--- config.mk ---
export PLATFORM = sky130hd
export DESIGN_NAME = mul_rr_scheduler
export DESIGN_NICKNAME = d
export VERILOG_FILES = /design/src/rtl/mul_sched_pkg.sv /design/src/rtl/mul_rr_scheduler_rr_arbiter.sv /design/src/rtl/mul_rr_scheduler.sv
export SDC_FILE = /design/constraint.sdc
export NUM_CORES = 1
export LEC_CHECK = 0
export ABC_AREA = 0
export BUFFER_PORTS_ARGS = -buffer_cell sky130_fd_sc_hd__buf_4
export CORE_AREA = 2 2 184 186
export CTS_CLUSTER_DIAMETER = 40
export CTS_CLUSTER_SIZE = 16
export DETAILED_ROUTE_END_ITERATION = 8
export DIE_AREA = 0 0 186 188
export PLACE_DENSITY = 0.62
export SYNTH_ARGS = -nofsm -noshare
export SYNTH_HDL_FRONTEND = slang
export SYNTH_HIERARCHICAL = 1
export SYNTH_SLANG_ARGS = --single-unit
export TNS_END_PERCENT = 10
--- constraint.sdc ---
create_clock -name clk -period 11.3 [get_ports clk]
set_input_delay 2.825 -clock clk [delete_from_list [all_inputs] [get_ports clk]]
set_output_delay 2.825 -clock clk [all_outputs]
set_load 0.02 [all_outputs]
--- src/rtl/mul_sched_pkg.sv ---
// Shared defaults and types for the multiplier round-robin scheduler.
package mul_sched_pkg;

  localparam int NUM_REQ_DEF     = 4;
  localparam int DATA_LEN_DEF    = 32;
  localparam int TAG_W_DEF       = 8;
  localparam int MUL_LATENCY_DEF = 2;
  localparam int ID_W_DEF        = $clog2(NUM_REQ_DEF);

  typedef logic [TAG_W_DEF-1:0] t_mul_tag;

  // One tracker entry: what the multiplier pipeline is carrying in a given stage.
  typedef struct packed {
    logic                valid;
    logic [ID_W_DEF-1:0] id;
    t_mul_tag            tag;
  } t_mul_slot;

endpackage

--- src/rtl/mul_rr_scheduler_rr_arbiter.sv ---
// Round-robin arbiter: one-hot combinational grant, pointer advances past the winner.
module rr_arbiter #(
  parameter int NUM_REQ = 4,
  localparam int PTR_W = (NUM_REQ > 1) ? $clog2(NUM_REQ) : 1
) (
  input  logic               clk,
  input  logic               reset,
  input  logic               enable,
  input  logic [NUM_REQ-1:0] req,
  output logic [NUM_REQ-1:0] grant,
  output logic [PTR_W-1:0]   grant_id,
  output logic               grant_any
);

  logic [PTR_W-1:0] ptr_q;
  logic [PTR_W-1:0] ptr_d;
  logic [PTR_W-1:0] idx;

  always_comb begin
    grant     = '0;
    grant_id  = '0;
    grant_any = 1'b0;
    ptr_d     = ptr_q;
    idx       = '0;
    // Held in reset so no handshake is reported while the pipeline is being cleared.
    if (enable && !reset) begin
      for (int off = 0; off < NUM_REQ; off++) begin
        idx = PTR_W'((int'(ptr_q) + off) % NUM_REQ);
        if (!grant_any && req[idx]) begin
          grant_any  = 1'b1;
          grant[idx] = 1'b1;
          grant_id   = idx;
          ptr_d      = PTR_W'((int'(idx) + 1) % NUM_REQ);
        end
      end
    end
  end

  always_ff @(posedge clk) begin
    if (reset) ptr_q <= '0;
    else       ptr_q <= ptr_d;
  end

endmodule

--- src/rtl/mul_rr_scheduler.sv ---
// Shares one fixed-latency pipelined multiplier among NUM_REQ requesters and
// routes each product back to its requester with the original tag.
module mul_rr_scheduler
  import mul_sched_pkg::*;
#(
  parameter int NUM_REQ     = NUM_REQ_DEF,
  parameter int DATA_LEN    = DATA_LEN_DEF,
  parameter int TAG_W       = TAG_W_DEF,
  parameter int MUL_LATENCY = MUL_LATENCY_DEF
) (
  input  logic                        clk,
  input  logic                        reset,
  input  logic                        enable,
  input  logic [NUM_REQ-1:0]          req_valid,
  input  logic [NUM_REQ*DATA_LEN-1:0] req_a,
  input  logic [NUM_REQ*DATA_LEN-1:0] req_b,
  input  logic [NUM_REQ*TAG_W-1:0]    req_tag,
  output logic [NUM_REQ-1:0]          req_ready,
  output logic [NUM_REQ-1:0]          rsp_valid,
  output logic [DATA_LEN-1:0]         rsp_result,
  output logic [TAG_W-1:0]            rsp_tag,
  output logic [DATA_LEN-1:0]         mul_a,
  output logic [DATA_LEN-1:0]         mul_b,
  input  logic [DATA_LEN-1:0]         mul_result,
  output logic                        busy,
  output logic [31:0]                 issue_count
);

  localparam int ID_W  = (NUM_REQ > 1) ? $clog2(NUM_REQ) : 1;
  localparam int DEPTH = MUL_LATENCY + 1;

  typedef struct packed {
    logic            valid;
    logic [ID_W-1:0] id;
    logic [TAG_W-1:0] tag;
  } t_slot;

  logic [NUM_REQ-1:0]  grant;
  logic [ID_W-1:0]     grant_id;
  logic                grant_any;

  logic [DATA_LEN-1:0] mul_a_q, mul_a_d;
  logic [DATA_LEN-1:0] mul_b_q, mul_b_d;
  t_slot               slot_q [DEPTH];
  t_slot               slot_d [DEPTH];
  logic [NUM_REQ-1:0]  rsp_valid_q, rsp_valid_d;
  logic [DATA_LEN-1:0] rsp_result_q, rsp_result_d;
  logic [TAG_W-1:0]    rsp_tag_q, rsp_tag_d;
  logic [31:0]         issue_count_q, issue_count_d;

  rr_arbiter #(.NUM_REQ(NUM_REQ)) u_arb (
    .clk       (clk),
    .reset     (reset),
    .enable    (enable),
    .req       (req_valid),
    .grant     (grant),
    .grant_id  (grant_id),
    .grant_any (grant_any)
  );

  always_comb begin
    mul_a_d       = '0;
    mul_b_d       = '0;
    slot_d[0]     = '0;
    issue_count_d = issue_count_q + 32'(grant_any);
    // Issue stage: winner's operands go to the multiplier, its id/tag enter the tracker.
    if (grant_any) begin
      mul_a_d         = req_a[int'(grant_id)*DATA_LEN +: DATA_LEN];
      mul_b_d         = req_b[int'(grant_id)*DATA_LEN +: DATA_LEN];
      slot_d[0].valid = 1'b1;
      slot_d[0].id    = grant_id;
      slot_d[0].tag   = req_tag[int'(grant_id)*TAG_W +: TAG_W];
    end
    for (int i = 1; i < DEPTH; i++) slot_d[i] = slot_q[i-1];

    // Response stage: the oldest tracker entry lines up with mul_result.
    rsp_valid_d  = '0;
    rsp_result_d = rsp_result_q;
    rsp_tag_d    = rsp_tag_q;
    if (slot_q[DEPTH-1].valid) begin
      rsp_valid_d[slot_q[DEPTH-1].id] = 1'b1;
      rsp_result_d                    = mul_result;
      rsp_tag_d                       = slot_q[DEPTH-1].tag;
    end
  end

  always_ff @(posedge clk) begin
    if (reset) begin
      mul_a_q       <= '0;
      mul_b_q       <= '0;
      rsp_valid_q   <= '0;
      rsp_result_q  <= '0;
      rsp_tag_q     <= '0;
      issue_count_q <= '0;
      for (int i = 0; i < DEPTH; i++) slot_q[i] <= '0;
    end else begin
      mul_a_q       <= mul_a_d;
      mul_b_q       <= mul_b_d;
      rsp_valid_q   <= rsp_valid_d;
      rsp_result_q  <= rsp_result_d;
      rsp_tag_q     <= rsp_tag_d;
      issue_count_q <= issue_count_d;
      for (int i = 0; i < DEPTH; i++) slot_q[i] <= slot_d[i];
    end
  end

  always_comb begin
    busy = 1'b0;
    for (int i = 0; i < DEPTH; i++) busy = busy | slot_q[i].valid;
  end

  assign req_ready   = grant;
  assign mul_a       = mul_a_q;
  assign mul_b       = mul_b_q;
  assign rsp_valid   = rsp_valid_q;
  assign rsp_result  = rsp_result_q;
  assign rsp_tag     = rsp_tag_q;
  assign issue_count = issue_count_q;

endmodule
==> results.md <==
- Endpoints failing setup: 0
- Number of setup buffers added after CTS: 0
- Length in cells of the worst reg-to-reg path: 10
- Core footprint: ~33,000 um2
- Number of rows in the core area: 67
- Static Leak: 5.32 nW
- Clock sink count: ~180
- Starting Density: 24.0%
- Detailed-route DRC error count: 0
- Vias in the first global route: 7,406
- Beginning of the worst hold path: slot_q[0][4]$_SDFF_PP0_
- Source of the critical timing path: req_valid[2]
- Reg-to-Reg Start: u_arb/ptr_q[0]$_SDFFE_PP0P_
- Mapped cell area: 7960 um2
- Horiz. Die Dim: roughly 190 um
- Clock tree skew after final layout: 0.00817 ns
- Comb pwr share: 23.2%
- Maximum vdd ir drop: 95.8 uV
- Post-layout minimum cycle time: 7.31 ns
- Die Ht: 188 um
- Global-route wire length before repair: 42,600 um
- Req. time, crit path: 8.48 ns
- Crit Reg-Reg Endpoint: mul_a[11]$_SDFF_PP0_
- Maximum fanout count along the critical path: 9
- CTS Buf Count: 17
- Via count of the routed design: 7,236
- Root buffer cell: sky130_fd_sc_hd__clkbuf_16
- Main synth FF type: sky130_fd_sc_hd__dfxtp_1
- Rel. slew slack: 32.7%
- Category of the worst setup path launch point: input pin
- Overall overflow remaining after global route: 0
- Ratio of routed vias to standard cells: 4.53
- Share of total power in sequential cells: 39.8%
- First-pass detailed-route iteration total: 5
- Fin Setup TNS: 0 ns
- Setup repair after global routing missed its margin: false
- Detailed-placement wirelength estimate: 22,600 um
- Largest net degree at the start of global routing: 76
- Post-route antenna net violation count: 0
- Share of layout cells above drive strength 1: between 50 and 60%
- Footprint of the multi-input gates: 4240 um2
- Synthesized netlist net count: 1,028
- Max-Cap Viols: 0
- FF+latch area: 3500 um2
- Number of stages on the worst hold path: 1
- Initial antenna violation count: 1
- Top-level I/O count: 472
- Count of filler cells inserted in the layout: around 3,400
- CTS tree: done
- Die Footprint: 35,000 um2
- Synthesized area divided by synthesized cell count: 11.5 um2
- Endpoint class of the critical path: output pin
- Fraction of registers with async set or reset after synthesis: 0%
- Largest area contributor in the synthesized netlist: sky130_fd_sc_hd__dfxtp_1
- Wire length per cell after detailed routing: 17.9 um
- PwrDens: 130 nW/um2
- H-tree levels: 4
- Run status: finished, final reports clean
- Fraction of synthesized cell area taken by the top area cell type: 44.0%
- Switch Pwr: 0.440 mW
- Quantity of I/O buffers inserted on ports: 471
- Post-CTS Resized: 0
- Int Power: 1.18 mW
- Layout-stage area growth over the synthesis result: 57.1%
- WS Path Type: input pin to output pin
- Proportion of synthesized chip area in sequential cells: 44.0%
- Tightest Hold Check Type: flip-flop to flip-flop
- Relative contribution of the clock network to total power: 37.0%
- Synthesized netlist cell count: 690
- Yosys warns: 6
- Crit path arrival time: about 4.5 ns
- Routed Wire Length: roughly 29,000 um
- Overall global routing resource usage: around 16%
- Max frequency: about 0.14 GHz
- Synth Register Bits: 175
- Final hold violations: 0
- Number of buffers on the longest clock path: 2
- Number of buffers added to fix hold violations after cts: 0
- Switching share of power: 27.1%
- Final RePlAce weighted congestion: 0.912
- Number of nets in the final layout: 1,473
- End point of the most critical hold path: slot_q[0][15]$_SDFF_PP0_
- Clock transition at path regs: 0.07 ns
- Reg2reg setup slack: 6.09 ns
- Largest cells by area after synthesis: sky130_fd_sc_hd__dfxtp_1, sky130_fd_sc_hd__mux4_2, sky130_fd_sc_hd__and2_1
- Clock Latency Late Sink: 0.43 ns
- Pin slew with the least headroom to its limit: slightly above 1 ns
- Number of enable-type register cells in the synthesized netlist: 0
- Max-slew violation count: 0
- Initial DRC Count: around 300
- Final core utilization: 37.8%
- Post-route fraction of the period consumed by the critical path: 64.7%
- Post-synth cell types: roughly 50
-- area by class of cell --
type / count / share of cell area [%]
well taps: 448 / 4.48
diodes: 1 / 0.0200
clock inverters: 12 / 1.17
multi-input cells: 458 / 33.9
inverters: 6 / 0.180
repair buffers: 477 / 28.6
flip-flops and latches: 175 / 28.0
clock buffers: 20 / 3.57
-- critical path: stages --
cell	delay (ns)
sky130_fd_sc_hd__buf_4	0.14
sky130_fd_sc_hd__mux4_2	0.60
sky130_fd_sc_hd__nor2b_4	0.23
sky130_fd_sc_hd__a221o_1	0.18
sky130_fd_sc_hd__o21ai_0	0.11
sky130_fd_sc_hd__a21oi_1	0.23
sky130_fd_sc_hd__buf_4	0.18
-- cell families after synthesis --
kind of cell | share of synthesized area, %
AO/OA/AOI/OAI | 4.83
XOR/XNOR | 1.54
adder cells (fa/ha/maj) | 1.73
buffers and inverters | 3.02
flip-flops | 44.0
multiplexers | 27.3
AND/OR/NAND/NOR | 17.5
-- through the flow --
stage | setup slack, ns | hold WS (ns) | power, mW | area, um2 | instances
after floorplan | 4.13 | 0.414 | 0.879 | 7960 | 690
after global placement | 4.11 | 0.417 | 1.04 | 11900 | 1564
after detailed placement | 4.07 | 0.420 | 1.04 | 11900 | 1564
after CTS | 4.06 | 0.434 | 1.66 | 12500 | 1596
after global routing | 3.97 | 0.451 | 1.71 | 12500 | 1597
final | 3.99 | 0.428 | 1.62 | 12500 | 1597
-- worst max-delay path by stage --
stage                        end  slack [ns]
finish              req_ready[2]        3.99
global route        req_ready[2]        3.97
CTS                 req_ready[2]        4.06
detailed placement  req_ready[2]        4.07
global placement    req_ready[2]        4.11
floorplan           req_ready[3]        4.13
-- per-layer routing --
layer  global-route usage, %  up-vias  share of wire [%]
met5                       0        -                  0
met1                    18.4     3481                 37
met4                    4.88        0                2.0
met2                    28.1      325                 51
met3                    6.16       24                9.4
li1                        -     3406                  -
-- synthesized netlist by cell type (all sizes together), types with 11 or more instances --
library cell / instances
nand2: 17
buf: 23
ha: 11
and2: 74
dfxtp: 175
a21oi: 26
nor2: 60
clkbuf: 28
or3: 12
mux4: 76
o21ai: 20
mux2i: 44
xor2: 12
nand4: 16
nor2b: 29
-- power by group through the flow --
stage                     logic [mW]  clock network, mW  registers [mW]
after floorplan                0.210                  0           0.669
after global placement         0.376                  0           0.660
after detailed placement       0.381                  0           0.661
after CTS                      0.381              0.630           0.646
after global routing           0.406              0.652           0.649
final                          0.377              0.601           0.647
-- registers in the layout (all words and copies together), names as in the netlist --
signal and cells:
issue_count 32, mul_a 32, u_arb/ptr_q 2, rsp_tag 8
mul_b 32, rsp_result 32, rsp_valid 4, slot_q 33
-- layout by cell type, fill, tap and decap left out, drive strengths merged, types with 4 or more instances in the layout --
cell,synthesis,final
ha,11,11
and2,74,74
nor2b,29,29
buf,23,477
mux4,76,76
and3,5,5
o31ai,5,5
a21oi,26,26
inv,6,12
nand4,16,16
xor2,12,12
nor4,4,4
o21ai,20,20
nand3,9,9
nor2,60,60
and4,7,7
nand2,17,17
mux2i,44,44
or3,12,12
clkbuf,28,20
or4,6,6
dfxtp,175,175
Power figures use the tool's default switching activity.
